`config.mk`:
```
export PLATFORM = sky130hd
export DESIGN_NAME = grover_diffusion_ctrl_flat
export DESIGN_NICKNAME = d
export VERILOG_FILES = /design/src/rtl/grover_diffusion_ctrl_pkg.sv /design/src/rtl/grover_diffusion_ctrl_if.sv /design/src/rtl/grover_diffusion_ctrl_diffusion_lane.sv /design/src/rtl/grover_diffusion_ctrl.sv /design/src/flat_wrapper.sv
export SDC_FILE = /design/constraint.sdc
export NUM_CORES = 1
export LEC_CHECK = 0
export CORE_MARGIN = 5
export CORE_UTILIZATION = 40
export DETAILED_ROUTE_END_ITERATION = 6
export GPL_TIMING_DRIVEN = 0
export PLACE_DENSITY = 0.59
export SYNTH_ARGS = -nofsm -noshare
export SYNTH_HDL_FRONTEND = slang
export SYNTH_SLANG_ARGS = --single-unit
export TNS_END_PERCENT = 5
```
`constraint.sdc`:
```
create_clock -name clk -period 3.1 [get_ports clk]
set_clock_uncertainty 0.15 [all_clocks]
set_input_delay 0.465 -clock clk [delete_from_list [all_inputs] [get_ports clk]]
set_output_delay 0.465 -clock clk [all_outputs]
set_load 0.02 [all_outputs]
```
`src/rtl/grover_diffusion_ctrl_pkg.sv`:
```
// ---------------------------------------------------------------------------
// grover_diffusion_ctrl_pkg
// Shared definitions for the Grover diffusion sequencer:
//   - state_t    : sequencer states IDLE, SUM, MEAN, REFLECT, DONE
//   - num_amps   : N = 2^NUM_QUBIT amplitude count
//   - acc_width  : ACC_WIDTH = DATA_WIDTH + NUM_QUBIT (cannot overflow over N terms)
//   - reduce_dw  : narrows a wide signed value to DATA_WIDTH bits
// Build option: define DIFFUSION_SAT_EN to saturate on narrowing; otherwise
// the value wraps (two's-complement truncation).
// ---------------------------------------------------------------------------
package grover_diffusion_ctrl_pkg;

  typedef enum logic [2:0] {
    ST_IDLE,
    ST_SUM,
    ST_MEAN,
    ST_REFLECT,
    ST_DONE
  } state_t;

  // Working width for the narrowing helper; DATA_WIDTH + NUM_QUBIT must fit.
  localparam int RED_W = 64;

  function automatic int num_amps(input int nq);
    return 1 << nq;
  endfunction

  function automatic int acc_width(input int nq, input int dw);
    return dw + nq;
  endfunction

  // Result is meaningful in its low dw bits; callers size-cast it.
  function automatic logic signed [RED_W-1:0] reduce_dw(input logic signed [RED_W-1:0] v,
                                                        input int dw);
`ifdef DIFFUSION_SAT_EN
    logic signed [RED_W-1:0] hi;
    logic signed [RED_W-1:0] lo;
    hi = (64'sd1 <<< (dw - 1)) - 64'sd1;
    lo = -(64'sd1 <<< (dw - 1));
    if (v > hi) return hi;
    if (v < lo) return lo;
    return v;
`else
    // Keep the low dw bits and re-sign-extend them: two's-complement wrap.
    return (v <<< (RED_W - dw)) >>> (RED_W - dw);
`endif
  endfunction

endpackage

```
`src/rtl/grover_diffusion_ctrl_if.sv`:
```
// ---------------------------------------------------------------------------
// grover_diffusion_ctrl_if
// Control handshake plus amplitude-memory port of the diffusion sequencer.
//   start   : run request from the Grover iteration FSM
//   busy    : sequencer running
//   done    : one-cycle completion pulse
//   rd_en / rd_addr / rd_data : memory read, data valid one cycle after rd_en
//   wr_en / wr_addr / wr_data : memory write
// modport master : the sequencer; modport slave : host FSM + memory side.
// ---------------------------------------------------------------------------
interface grover_diffusion_ctrl_if #(
  parameter int NUM_QUBIT  = 4,
  parameter int DATA_WIDTH = 32
);
  logic                  start;
  logic                  busy;
  logic                  done;
  logic                  rd_en;
  logic [NUM_QUBIT-1:0]  rd_addr;
  logic [DATA_WIDTH-1:0] rd_data;
  logic                  wr_en;
  logic [NUM_QUBIT-1:0]  wr_addr;
  logic [DATA_WIDTH-1:0] wr_data;

  modport master (
    input  start, rd_data,
    output busy, done, rd_en, rd_addr, wr_en, wr_addr, wr_data
  );

  modport slave (
    output start, rd_data,
    input  busy, done, rd_en, rd_addr, wr_en, wr_addr, wr_data
  );
endinterface

```
`src/rtl/grover_diffusion_ctrl_diffusion_lane.sv`:
```
// ---------------------------------------------------------------------------
// diffusion_lane
// One scalar lane of the broadcast subtractor: diff = m2 - amp, formed in
// DATA_WIDTH+1 bits, then narrowed to DATA_WIDTH (saturate when
// DIFFUSION_SAT_EN is defined, wrap otherwise). Purely combinational.
//   m2   : input  DATA_WIDTH  2*mean
//   amp  : input  DATA_WIDTH  amplitude read from memory
//   diff : output DATA_WIDTH  reflected amplitude
// ---------------------------------------------------------------------------
module diffusion_lane
  import grover_diffusion_ctrl_pkg::*;
#(
  parameter int DATA_WIDTH = 32
) (
  input  logic signed [DATA_WIDTH-1:0] m2,
  input  logic signed [DATA_WIDTH-1:0] amp,
  output logic signed [DATA_WIDTH-1:0] diff
);

  logic signed [DATA_WIDTH:0] wide;

  assign wide = {m2[DATA_WIDTH-1], m2} - {amp[DATA_WIDTH-1], amp};
  assign diff = DATA_WIDTH'(reduce_dw(RED_W'(wide), DATA_WIDTH));

endmodule

```
`src/rtl/grover_diffusion_ctrl.sv`:
```
// ---------------------------------------------------------------------------
// grover_diffusion_ctrl
// Sequencer for the Grover "inversion about the mean" step. A sum pass reads
// all N = 2^NUM_QUBIT amplitudes and accumulates them, MEAN forms
// m2 = sum >>> (NUM_QUBIT-1) (= 2*mean, floor), and a reflect pass re-reads
// every amplitude and writes m2 - amp back to the same address.
//   clk   : rising-edge clock
//   rst_n : asynchronous active-low reset
//   bus   : grover_diffusion_ctrl_if.master (start/busy/done + memory port)
// Build option: DIFFUSION_SAT_EN selects saturating narrowing of m2 and
// wr_data; without it both wrap to DATA_WIDTH bits.
// ---------------------------------------------------------------------------
module grover_diffusion_ctrl
  import grover_diffusion_ctrl_pkg::*;
#(
  parameter int NUM_QUBIT  = 4,
  parameter int DATA_WIDTH = 32
) (
  input logic                    clk,
  input logic                    rst_n,
  grover_diffusion_ctrl_if.master bus
);

  localparam int N         = num_amps(NUM_QUBIT);
  localparam int ACC_WIDTH = acc_width(NUM_QUBIT, DATA_WIDTH);
  localparam logic [NUM_QUBIT-1:0] ADDR_LAST = NUM_QUBIT'(N - 1);

  state_t                        state;
  logic                          rd_pend;   // rd_data valid this cycle
  logic signed [ACC_WIDTH-1:0]   acc;
  logic signed [DATA_WIDTH-1:0]  m2;
  logic signed [DATA_WIDTH-1:0]  m2_next;
  logic signed [DATA_WIDTH-1:0]  lane_diff;

  always_comb begin
    m2_next = DATA_WIDTH'(reduce_dw(RED_W'(acc) >>> (NUM_QUBIT - 1), DATA_WIDTH));
  end

  diffusion_lane #(.DATA_WIDTH(DATA_WIDTH)) u_lane (
    .m2   (m2),
    .amp  (bus.rd_data),
    .diff (lane_diff)
  );

  // NOTE: wr_data is combinational from rd_data because the write must land
  // in the same cycle the read data arrives; gating with the registered
  // wr_en keeps it at 0 outside writes and drops it at once on reset.
  assign bus.wr_data = bus.wr_en ? lane_diff : '0;

  // NOTE: all state is updated with non-blocking assignments so every read
  // below sees the value from the start of the cycle.
  always_ff @(posedge clk or negedge rst_n) begin
    if (!rst_n) begin
      state       <= ST_IDLE;
      bus.busy    <= 1'b0;
      bus.done    <= 1'b0;
      bus.rd_en   <= 1'b0;
      bus.rd_addr <= '0;
      bus.wr_en   <= 1'b0;
      bus.wr_addr <= '0;
      rd_pend     <= 1'b0;
      acc         <= '0;
      m2          <= '0;
    end else begin
      rd_pend     <= bus.rd_en;
      bus.done    <= 1'b0;
      bus.wr_en   <= 1'b0;
      bus.wr_addr <= '0;
      case (state)
        ST_IDLE: begin
          if (bus.start) begin
            state       <= ST_SUM;
            bus.busy    <= 1'b1;
            bus.rd_en   <= 1'b1;
            bus.rd_addr <= '0;
            acc         <= '0;
          end
        end
        ST_SUM: begin
          if (rd_pend) acc <= acc + ACC_WIDTH'($signed(bus.rd_data));
          if (bus.rd_en) begin
            if (bus.rd_addr == ADDR_LAST) begin
              bus.rd_en   <= 1'b0;
              bus.rd_addr <= '0;
            end else begin
              bus.rd_addr <= bus.rd_addr + NUM_QUBIT'(1);
            end
          end else begin
            // Drain cycle: last read data has just been accumulated.
            state <= ST_MEAN;
          end
        end
        ST_MEAN: begin
          m2          <= m2_next;
          state       <= ST_REFLECT;
          bus.rd_en   <= 1'b1;
          bus.rd_addr <= '0;
        end
        ST_REFLECT: begin
          // Each write trails its read by one cycle, same address.
          bus.wr_en   <= bus.rd_en;
          bus.wr_addr <= bus.rd_addr;
          if (bus.rd_en) begin
            if (bus.rd_addr == ADDR_LAST) begin
              bus.rd_en   <= 1'b0;
              bus.rd_addr <= '0;
            end else begin
              bus.rd_addr <= bus.rd_addr + NUM_QUBIT'(1);
            end
          end else begin
            state    <= ST_DONE;
            bus.done <= 1'b1;
          end
        end
        ST_DONE: begin
          state    <= ST_IDLE;
          bus.busy <= 1'b0;
        end
        default: state <= ST_IDLE;
      endcase
    end
  end

endmodule

```
`src/flat_wrapper.sv`:
```
// flat-port wrapper written by rule: the top's interface ports become plain ports
module grover_diffusion_ctrl_flat import grover_diffusion_ctrl_pkg::*;
#(
  parameter int NUM_QUBIT  = 4,
  parameter int DATA_WIDTH = 32
)
  (clk, rst_n, bus_start, bus_rd_data, bus_busy, bus_done, bus_rd_en, bus_rd_addr, bus_wr_en, bus_wr_addr, bus_wr_data);
  grover_diffusion_ctrl_if #(.NUM_QUBIT(NUM_QUBIT), .DATA_WIDTH(DATA_WIDTH)) bus_i ();
  input logic clk;
  input logic rst_n;
  input wire logic [$bits(bus_i.start)-1:0] bus_start;
  input wire logic [$bits(bus_i.rd_data)-1:0] bus_rd_data;
  output wire logic [$bits(bus_i.busy)-1:0] bus_busy;
  output wire logic [$bits(bus_i.done)-1:0] bus_done;
  output wire logic [$bits(bus_i.rd_en)-1:0] bus_rd_en;
  output wire logic [$bits(bus_i.rd_addr)-1:0] bus_rd_addr;
  output wire logic [$bits(bus_i.wr_en)-1:0] bus_wr_en;
  output wire logic [$bits(bus_i.wr_addr)-1:0] bus_wr_addr;
  output wire logic [$bits(bus_i.wr_data)-1:0] bus_wr_data;
  assign bus_i.start = bus_start;
  assign bus_i.rd_data = bus_rd_data;
  assign bus_busy = bus_i.busy;
  assign bus_done = bus_i.done;
  assign bus_rd_en = bus_i.rd_en;
  assign bus_rd_addr = bus_i.rd_addr;
  assign bus_wr_en = bus_i.wr_en;
  assign bus_wr_addr = bus_i.wr_addr;
  assign bus_wr_data = bus_i.wr_data;
  grover_diffusion_ctrl #(.NUM_QUBIT(NUM_QUBIT), .DATA_WIDTH(DATA_WIDTH)) u_core (.clk(clk), .rst_n(rst_n), .bus(bus_i));
endmodule
```
# Yosys cells after proc, flatten, opt, wreduce, memory -nomap -nowiden

Index checks and enable logic that the tools add are counted.

Register bits: 84
Memory bits (writable): 0
Bits of input ports: 35
Logic and storage cells: 54
Memories: 0
Bits in read-only memories: 0
Bits in latches: 0
Output and inout bits: 44

Bitwise gates (word level): 0
Equality and inequality tests: 10
Divide/modulo/power cells: 0
Order comparisons: 0
Shifts and indexed selects: 0
$mul: 0
$add $sub $neg: 3
Mux-type cells: 21
Reduce and logical (&&, ||, !) cells: 10

Operators by type and width:

| cell                                                                  | count |
|---|---|
| 36-bit two-way mux                                                    | 2 |
| 36-bit one-hot mux with 2 select lines                                | 1 |
| 36-bit by 32-bit adder with 36-bit output                             | 1 |
| 32-bit two-way mux                                                    | 1 |
| 32-bit subtractor                                                     | 1 |
| 4-bit two-way mux                                                     | 4 |
| 3-bit one-hot mux with 4 select lines                                 | 1 |
| 4-bit one-hot mux with 3 select lines                                 | 1 |
| 3-bit two-way mux                                                     | 3 |
| 3-bit AND reduction                                                   | 3 |
| 3-bit by 2-bit equality test with 1-bit output, second input constant | 2 |
| 1-bit two-way mux                                                     | 6 |
| 2-bit != test, second input constant                                  | 3 |
| 4-bit by 1-bit adder with 4-bit output, second input constant         | 1 |
| 4-bit equality test, second input constant                            | 1 |
| 2-bit by 1-bit != test with 1-bit output, second input constant       | 2 |
| 2-bit AND reduction                                                   | 2 |
| 2-bit nonzero test                                                    | 2 |
| 3-bit by 1-bit equality test with 1-bit output, second input constant | 1 |
| 3-bit equality test, second input constant                            | 1 |
| 3-bit zero test                                                       | 1 |
| 1-bit one-hot mux with 3 select lines                                 | 1 |
| 3-bit nonzero test                                                    | 1 |
| 1-bit one-hot mux with 2 select lines                                 | 1 |
| 2-bit OR reduction                                                    | 1 |

# Depth between registers and ports, before layout

Gate-level depths: netlist of the first run.

Word-level depth: 4
Mapped depth: 13
Depth with buffers taken out: 13

# Cells and area by module

A second synthesis of the first run with hierarchy kept.

Cell total of the unflattened synthesis: 819
Area total of the unflattened synthesis: 6989.2 um^2

Modules (own cells, without submodules):

| module                | cells each | area each (um^2) | times used | seq. area each (um^2) |
|---|---|---|---|---|
| grover_diffusion_ctrl | 540        | 5149.9           | 1          | 2077.0 |
| diffusion_lane        | 279        | 1839.3           | 1          | 0.0 |

# Worst setup path after synthesis of the first run

No wires, ideal clock.

Path type: input port to output port
From: in bus_rd_data[1]
To: out bus_wr_data[25]
Path slack: -0.234 ns
Stages: 11
Buffers on the path: 0
Arrival: 2.719 ns
Cells stage by stage: inv_1 > ha_1 > nor2b_1 > o21a_1 > o21ai_0 > a21oi_1 > a221oi_2 > o31a_2 > o21ai_1 > a21oi_1 > mux2i_1

Cells in the longest elaborated chain, start to end: 2

RTL lines:

| item               | line                                       | source |
|---|---|---|
| from (decl)        | flat_wrapper.sv:12                         | `input wire logic [$bits(bus_i.rd_data)-1:0] bus_rd_data;` |
| 32-bit subtractor  | grover_diffusion_ctrl_diffusion_lane.sv:22 | `assign wide = {m2[DATA_WIDTH-1], m2} - {amp[DATA_WIDTH-1], amp};` |
| 32-bit two-way mux | grover_diffusion_ctrl.sv:48                | `assign bus.wr_data = bus.wr_en ? lane_diff : '0;` |
| to (decl)          | flat_wrapper.sv:19                         | `output wire logic [$bits(bus_i.wr_data)-1:0] bus_wr_data;` |

No other way between the ends.

# Worst setup path in the final report of the first run

From: reg u_core.m2[0]
To: out bus_wr_data[28]

Cells in the longest elaborated chain, start to end: 2

RTL lines:

| item                   | line                                       | source |
|---|---|---|
| from (decl)            | grover_diffusion_ctrl.sv:31                | `logic signed [DATA_WIDTH-1:0] m2;` |
| from (signal assigned) | grover_diffusion_ctrl.sv:94                | `m2 <= m2_next;` |
| 32-bit subtractor      | grover_diffusion_ctrl_diffusion_lane.sv:22 |  |
| 32-bit two-way mux     | grover_diffusion_ctrl.sv:48                |  |

No other way between the ends.

==> results by group, run 1 <==
Worst hold path
  – Path category of the worst min-delay check: flop to flop

Worst setup path
  – Maximum fanout encountered on the critical timing path: 3
  – Worst Setup End Kind: output port
  – CP max stage cell: sky130_fd_sc_hd__dfrtp_1
  – Cell family contributing the most delay on the critical path: compound AO/OA/AOI/OAI gates
  – Delay of the slowest cell on the worst path: 0.37 ns
  – Worst EP arrival: between 3 and 4 ns
  – CP Class: flop to output port
  – Critical path startpoint category: flop
  – Cells along the critical path: inv_2, ha_4, inv_2, fa_2, a21o_1, a21oi_4, o21bai_4, a21o_4, a211oi_4, buf_6, nor3_4, a311oi_2, xnor2_1, and2_4, buf_6
  – Count of buffering cells on the critical path with inverters included: 4
  – Required arrival time at the worst endpoint: approximately 2.5 ns

Yosys
  – Post-synthesis sequential area ratio: 0.3013
  – Syn Area/Cell: 8.727 um^2
  – Number of synthesized flops with an enable pin: 0
  – Number of cells produced by synthesis: 790
  – Total nets after synthesis: 893
  – Unique cell type count in the Yosys netlist: roughly 70
  – Fraction of registers with async set or reset after synthesis: 1.000
  – Ys flop type: sky130_fd_sc_hd__dfrtp_1
  – Yosys warning count: 0
  – Area of the mapped netlist: 6894 um^2
  – Register bit total from synthesis: 83

Timing
  – Worst Slack Setup Final: -0.7750 ns
  – Final count of pins violating max slew: 0
  – Clock period minus worst slack: 3.875 ns
  – Final Hold Viols: 0
  – Headroom to the max-slew limit: 0.3135
  – Final worst path period share: 1.250
  – Actual transition at the worst max-transition pin: 1.028 ns
  – Setup repair after global routing missed its margin: yes
  – Total of endpoints with negative setup slack in the final report: 25
  – Highest Clock Rate: 0.2581 GHz

Floorplan
  – Starting utilization of the core area: 0.4028
  – DIE WIDTH: 141.3 um
  – Io pins: 79
  – Site Rows: 48
  – Die area: around 20000 um^2
  – Vert. Die Dim: 141.3 um
  – CORE AREA: ~17000 um^2

Outcome
  – Violations in the final reports: negative setup slack
  – Run status: finished, violations left

GRT
  – Pin count of the biggest net entering global routing: 58
  – Via count of the first global-routing pass: 5785
  – All-layer global routing usage: 0.1845
  – Initial antenna violation count: 2
  – First-pass GRT wire length: 29710 um
  – Global route overflow: 0

Cells and area
  – Area growth from synthesis to layout: 26.66%
  – Final cell utilization of the core: 0.5102
  – Post-layout net count: 994
  – Share of final-layout standard cells stronger than drive strength 1: 0.1922
  – Final antenna diode count: 0
  – Final cell count without fillers: roughly 1100
  – Post-Layout Inst Area: 8732 um^2

CTS
  – Insertion delay of the later-clocked pin in the worst-skew pair: between 0.3 and 0.4 ns
  – Number of sinks on the clock net: 83
  – CTS tree: yes
  – Number of CTS-inserted buffers: 9
  – Longest Clk Path Bufs: 2
  – Clk Tree Root Cell: sky130_fd_sc_hd__clkbuf_16
  – CTS H-tree lvls: 3
  – Worst-path clk slew: 0.06 ns

Detailed routing
  – Via count of the routed design: 6086
  – Detailed-route wire length: 18430 um
  – DRC errors left: 0
  – Top metal layer carrying routed signals: met5
  – Vias per Instance: 5.434
  – Final routed wire length divided by cell count: 16.45 um
  – Detailed route wirelength on metal2: 8433 um
  – Drt first-iter violations: 277
  – Antenna Nets Post-Route: 0
  – Met1 routed wirelength after detailed routing: 8800 um
  – Number of optimization iterations in the first detailed-route pass: 6
  – Detail Route met3 WL: 848 um

Placed design
  – Final GP Congestion: 0.8954
  – Placed insts: between 1000 and 1500
  – Detailed-placement wirelength estimate: 13780 um
  – Port buffer count: 78
  – Cell area reported after detailed placement: 7999 um^2

Pwr
  – Worst IR drop on VDD: 0.5125 mV
  – Leakage power: 4.072 nW
  – Combinational Power Share: 0.672
  – Sequential fraction of design power: 0.218
  – PD cells: between 1000 and 1500 nW/um^2
  – NetSw: 4.127 mW
  – Cell internal pwr: slightly below 5 mW
  – Clock share of power: 0.110
  – Switching fraction of total power: 0.4602

Run
  – MaxCap Viol Count: 0
state kept, by name, indices dropped and copies added, names as in the netlist:
signal,count
u_core.rd_pend,1
u_core.bus.done,1
u_core.state,3
u_core.m2,32
u_core.bus.rd_addr,4
u_core.bus.wr_addr,4
u_core.bus.rd_en,1
u_core.bus.wr_en,1
u_core.bus.busy,1
u_core.acc,35
routing by layer:
layer  vias up  GRT usage
li1       3051          -
met1      2888     0.2541
met2       121     0.2935
met3        24    0.04213
met4         2    0.04844
met5         -          0
logic make-up after synthesis:
logic type      Yosys count  synth area share
fa+ha+maj                68            0.1256
xor+xnor                 49           0.06225
mux                      36           0.05862
compound gates          256            0.2372
flops                    83            0.3013
buf+inv                  79           0.04846
simple gates            219            0.1666
cell usage after synthesis (all sizes together) (3+ instances only):
| master | n | area (um^2) |
|---|---|---|
| inv | 54 | 202.7 |
| ha | 66 | 825.8 |
| o21a | 7 | 52.55 |
| o21bai | 7 | 52.55 |
| o211ai | 7 | 52.55 |
| nand3 | 15 | 75.07 |
| buf | 6 | 46.29 |
| o31ai | 3 | 22.52 |
| dfrtp | 83 | 2077 |
| nor2 | 32 | 120.1 |
| and3 | 17 | 106.4 |
| a21o | 41 | 309.1 |
| nor2b | 12 | 75.07 |
| mux2i | 4 | 40.04 |
| and2 | 23 | 143.9 |
| a31oi | 9 | 62.56 |
| mux2 | 32 | 364.1 |
| o21ai | 68 | 344.1 |
| a21oi | 78 | 394.1 |
| or3 | 5 | 31.28 |
| a22o | 5 | 43.79 |
| clkbuf | 17 | 63.81 |
| nor3b | 4 | 30.03 |
| xnor2 | 30 | 262.8 |
| a211oi | 9 | 77.57 |
| nor3 | 12 | 76.33 |
| nand2b | 7 | 43.79 |
| o22ai | 4 | 31.28 |
| nand2 | 69 | 261.5 |
| nand4 | 10 | 68.81 |
| a32o | 3 | 30.03 |
| nor4 | 3 | 25.02 |
| xor2 | 19 | 166.4 |
final cells by class:
type                    instances  area [um^2]
multi-input cells             628         4892
repair buffers                 90        875.8
fillers                      1660         8384
inverters                      54        202.7
well taps                     225        281.5
flip-flops and latches         83         2077
clock inverters                 5        30.03
plain buffers                  25        133.9
clock buffers                  10        239.0
power by group through the flow:
stage	combinational [mW]	clock, mW	sequential, mW
after floorplan	4.05	0	1.87
after global placement	5.46	0	1.93
after detailed placement	5.48	0	1.94
after CTS	5.82	1.02	1.94
after global routing	6.65	1.07	2.02
final	6.02	0.989	1.95
tightest hold or removal path: stages (launching register included):
cell                      delay (ns)
sky130_fd_sc_hd__dfrtp_1        0.35
sky130_fd_sc_hd__nand2_1        0.05
sky130_fd_sc_hd__o21ai_0        0.07
layout by cell type (no fill, tap or decap), drive strengths merged, types with 4 or more instances in the layout:
master,count
nor3b,4
nand2b,7
ha,66
nor2,32
buf,36
clkbuf,28
a21oi,78
nor2b,12
or3,5
a21o,41
o21a,7
dlygate4sd2,14
nor3,12
and3,17
o211ai,7
nand4,10
o21bai,7
xnor2,30
inv,54
xor2,19
dfrtp,83
a31oi,9
mux2,32
a22o,5
o21ai,68
clkdlybuf4s50,37
o22ai,4
nand3,15
and2,23
clkdlybuf4s15,6
a211oi,9
mux2i,4
nand2,69
through the flow:
step / hold slack, ns / worst slack [ns] / power [mW] / setup TNS (ns)
5_1_grt: 0.3735 / -0.8802 / 9.737 / -13.89
3_3_place_gp: 0.3241 / -1.714 / 7.394 / -178.10
2_1_floorplan: 0.01941 / -0.1382 / 5.923 / -0.5229
6_report: 0.3497 / -0.7750 / 8.967 / -10.63
3_5_place_dp: 0.2608 / -1.709 / 7.421 / -37.79
4_1_cts: 0.3561 / -0.8495 / 8.784 / -12.10
path summary, 6_finish.rpt:
check	start	to	slack (ns)	cells after the start
hold / removal	u_core.acc[2]$_DFFE_PN0P_	u_core.acc[2]$_DFFE_PN0P_	0.35	2
setup reg to reg	u_core.acc[0]$_DFFE_PN0P_	u_core.acc[34]$_DFFE_PN0P_	0.16	11
hold reg to reg	u_core.acc[2]$_DFFE_PN0P_	u_core.acc[2]$_DFFE_PN0P_	0.35	2
setup / recovery	u_core.m2[0]$_DFFE_PN0N_	bus_wr_data[28]	-0.77	15
max in group asynchronous	rst_n	u_core.m2[13]$_DFFE_PN0N_	1.74	3
min in group asynchronous	rst_n	u_core.bus.wr_addr[0]$_DFF_PN0_	0.43	2
what timing repair did:
| action | 4_1_cts | 5_1_grt |
|---|---|---|
| hold buffers | 1 | 0 |
| pin swaps | 26 | 17 |
| buffers inserted | 8 | 3 |
| gates resized for setup | 181 | 32 |
| setup endpoints to repair | 34 | 31 |
| endpoints found under the hold margin | 26 | 0 |
Power figures use the tool's default switching activity.
==> inputs of run 2 (changes only) <==
--- a/config.mk
+++ b/config.mk
@@ -5,7 +5,6 @@
 export SDC_FILE = /design/constraint.sdc
 export NUM_CORES = 1
 export LEC_CHECK = 0
-export CORE_MARGIN = 5
 export CORE_UTILIZATION = 40
 export DETAILED_ROUTE_END_ITERATION = 6
 export GPL_TIMING_DRIVEN = 0
==> run 2 against run 1 <==
  * The flow still finishes with violations (negative setup slack)
  * Cell count fell by 0.27%
  * Worst setup slack got worse by 0.014 ns
  * Register-to-register slack got worse by 0.05 ns
  * Clock power rose by 8%
  * Power barely moved
  * Fmax fell by 0.36%
==> results by group, run 2 (synthesis gave the netlist of run 1 again) <==
Outcome
  – Run status: finished, violations left
  – Violations in the final reports: negative setup slack

Cells and area
  – Area growth from synthesis to layout: 25.99%
  – Top library cells by usage in the layout, fill and taps aside: sky130_fd_sc_hd__dfrtp_1, sky130_fd_sc_hd__nand2_1, sky130_fd_sc_hd__a21oi_1
  – Share of final-layout standard cells stronger than drive strength 1: 0.1864 (-0.005795)
  – Max reg flops: 35 (unchanged)
  – Registers with the most flip-flops: u_core.acc (35), u_core.m2 (32)
  – Top reg by flops: u_core.acc
  – Final cell utilization of the core: 0.5201 (+0.009917)
  – Commonest non-fill, non-tap cell in the layout: sky130_fd_sc_hd__dfrtp_1
  – Post-layout net count: 994 (unchanged)
  – Filler cells: 1639 (-1.3%)

CTS
  – CTS H-tree lvls: 3 (unchanged)
  – Insertion delay of the later-clocked pin in the worst-skew pair: 0.35 ns (about the same)
  – Clk Tree Root Cell: sky130_fd_sc_hd__clkbuf_16
  – Number of sinks on the clock net: 83 (unchanged)
  – Longest Clk Path Bufs: 2 (unchanged)
  – CTS tree: yes
  – Number of CTS-inserted buffers: 9 (unchanged)
  – Worst-path clk slew: 0.06 ns (about the same)

Worst setup path
  – CP max stage cell: sky130_fd_sc_hd__dfrtp_1
  – Cells along the critical path: inv_2, ha_4, inv_2, fa_2, a21o_1, a21oi_2, o21bai_4, a21o_4, a211oi_4, buf_4, nor3_2, a311oi_2, xnor2_1, and2_4, buf_6
  – Worst Setup End Kind: output port
  – Cell family contributing the most delay on the critical path: compound AO/OA/AOI/OAI gates
  – Maximum fanout encountered on the critical timing path: 3 (unchanged)
  – Critical path startpoint category: flop
  – Worst EP arrival: 3.27 ns (about the same)
  – Delay of the slowest cell on the worst path: 0.37 ns (about the same)
  – Count of buffering cells on the critical path with inverters included: 4 (unchanged)
  – CP Class: flop to output port
  – Required arrival time at the worst endpoint: 2.48 ns (about the same)
  – Cell occurring most often along the worst timing path: sky130_fd_sc_hd__inv_2

Timing
  – Actual transition at the worst max-transition pin: 0.9862 ns (-0.04139 ns)
  – Post-route setup TNS: -11.34 ns (-0.7094 ns)
  – Final Hold Viols: 0 (unchanged)
  – Total of endpoints with negative setup slack in the final report: 25 (unchanged)
  – Final count of pins violating max slew: 0 (unchanged)
  – Hold WS: 0.3395 ns (-0.01017 ns)
  – Setup repair after global routing missed its margin: yes
  – Clock period minus worst slack: 3.889 ns (+0.01405 ns)
  – Final worst path period share: 1.255 (+0.004532)
  – Worst Slack Setup Final: -0.7890 ns (-0.01405 ns)
  – Headroom to the max-slew limit: 0.3411 (+0.02765)
  – Highest Clock Rate: 0.2571 GHz (-0.36%)

GRT
  – Pin count of the biggest net entering global routing: 51 (-12%)
  – All-layer global routing usage: 0.2124 (+0.02796)
  – First-pass GRT wire length: 29870 um (+0.54%)
  – Via count of the first global-routing pass: 5802 (+0.29%)
  – Global route overflow: 0 (unchanged)
  – Initial antenna violation count: 1 (-1)

Pwr
  – Power, Total: 8.967 mW (about the same)
  – NetSw: 4.101 mW (-0.62%)
  – Switching fraction of total power: 0.4573 (-0.002840)
  – PD cells: 1032 nW/um^2 (+0.53%)
  – Clock share of power: 0.120 (+0.010)
  – Cell internal pwr: 4.866 mW (+0.53%)
  – Leakage power: 4.107 nW (+0.87%)
  – Worst IR drop on VDD: 0.5605 mV (+9.4%)
  – Combinational Power Share: 0.664 (-0.008)
  – Sequential fraction of design power: 0.216 (-0.002)

Floorplan
  – Site Rows: 47 (-2.1%)
  – CORE AREA: 16700 um^2 (-2.4%)
  – Vert. Die Dim: 133.3 um (-5.7%)
  – Starting utilization of the core area: 0.4128 (+0.01002)
  – Die area: 17760 um^2 (-11%)
  – Io pins: 79 (unchanged)
  – DIE WIDTH: 133.3 um (-5.7%)

Detailed routing
  – Detailed-route wire length: 18280 um (-0.81%)
  – Final routed wire length divided by cell count: 16.36 um (-0.54%)
  – Number of optimization iterations in the first detailed-route pass: 4 (-2)
  – Antenna Nets Post-Route: 0 (unchanged)
  – Drt first-iter violations: 289 (+4.3%)
  – Vias per Instance: 5.442 (+0.15%)
  – Via count of the routed design: 6079 (-0.12%)
  – DRC errors left: 0 (unchanged)

Placed design
  – Port buffer count: 78 (unchanged)
  – Final GP Congestion: 0.8599 (-4.0%)
  – Detailed-placement wirelength estimate: 13840 um (+0.41%)
  – Placement Setup Slack: -1.702 ns (+0.006390 ns)

Worst hold path
  – Path category of the worst min-delay check: flop to flop

Run
  – MaxCap Viol Count: 0 (unchanged)
[run 2: cell count changes in the layout (fill, tap and decap cells not counted), sizes merged]
| cell | before | now |
|---|---|---|
| clkinvlp | 2 | 1 |
| buf | 36 | 35 |
| diode | 0 | 1 |
| clkbuf | 28 | 31 |
| clkdlybuf4s50 | 37 | 38 |
| dlymetal6s2s | 2 | 6 |
| bufinv | 0 | 1 |
| dlygate4sd2 | 14 | 8 |
[run 2: timing repair]
item	in CTS	in global routing
gates resized for setup	170	31
hold buffers	1	0
endpoints found under the hold margin	33	0
pin swaps	23	16
setup buffers	7	3
setup endpoints to repair	34	38
[run 2: path summary, 6_finish.rpt]
check	from	slack (ns)	cells past startpoint	to
worst max-delay path	u_core.m2[0]$_DFFE_PN0N_	-0.79	15	bus_wr_data[28]
worst min-delay path	u_core.acc[2]$_DFFE_PN0P_	0.34	2	u_core.acc[2]$_DFFE_PN0P_
worst max register to register	u_core.acc[0]$_DFFE_PN0P_	0.11	11	u_core.acc[34]$_DFFE_PN0P_
worst min register to register	u_core.acc[2]$_DFFE_PN0P_	0.34	2	u_core.acc[2]$_DFFE_PN0P_
max in group asynchronous	rst_n	1.73	3	u_core.m2[21]$_DFFE_PN0N_
min in group asynchronous	rst_n	0.46	2	u_core.bus.rd_addr[1]$_DFFE_PN0P_
[run 2: routing by layer]
metal,share of wire,vias up,global-route usage
met5,0,-,0
met4,0.019,0,0.07513
met3,0.058,19,0.04452
met2,0.44,129,0.3290
met1,0.48,2866,0.2922
li1,-,3065,-
[run 2: power groups by stage]
stage | Sequential (mW) | Combinational [mW] | Clock, mW
global placement | 1.93 | 5.47 | 0
finish | 1.94 | 5.95 | 1.07
floorplan | 1.87 | 4.05 | 0
global route | 2.00 | 6.57 | 1.15
CTS | 1.94 | 5.85 | 1.10
detailed placement | 1.94 | 5.51 | 0
[run 2: per-stage QoR]
stage                     cells  cell area (um^2)
after floorplan             790              6912
after detailed placement   1089              7993
after global routing       1117              8686
after CTS                  1113              8600
final                      1117              8686
after global placement     1088              7968
[run 2: layout make-up]
cell class | instances | area [um^2] | area share
Buffer | 25 | 132.6 | 0.01527
Multi-Input combinational cell | 628 | 4833 | 0.5565
Sequential cell | 83 | 2077 | 0.2391
Clock buffer | 11 | 242.7 | 0.02795
Inverter | 54 | 202.7 | 0.02334
Antenna cell | 1 | 2.502 | 0.0002881
Timing Repair Buffer | 90 | 867.1 | 0.09983
Tap cell | 220 | 275.3 | 0.03169
Clock inverter | 5 | 52.55 | 0.006050
[run 2: tightest hold or removal path: stages, from the launching register on]
cell and delay, ns:
sky130_fd_sc_hd__dfrtp_1 0.35, sky130_fd_sc_hd__nand2_1 0.05, sky130_fd_sc_hd__o21ai_0 0.06
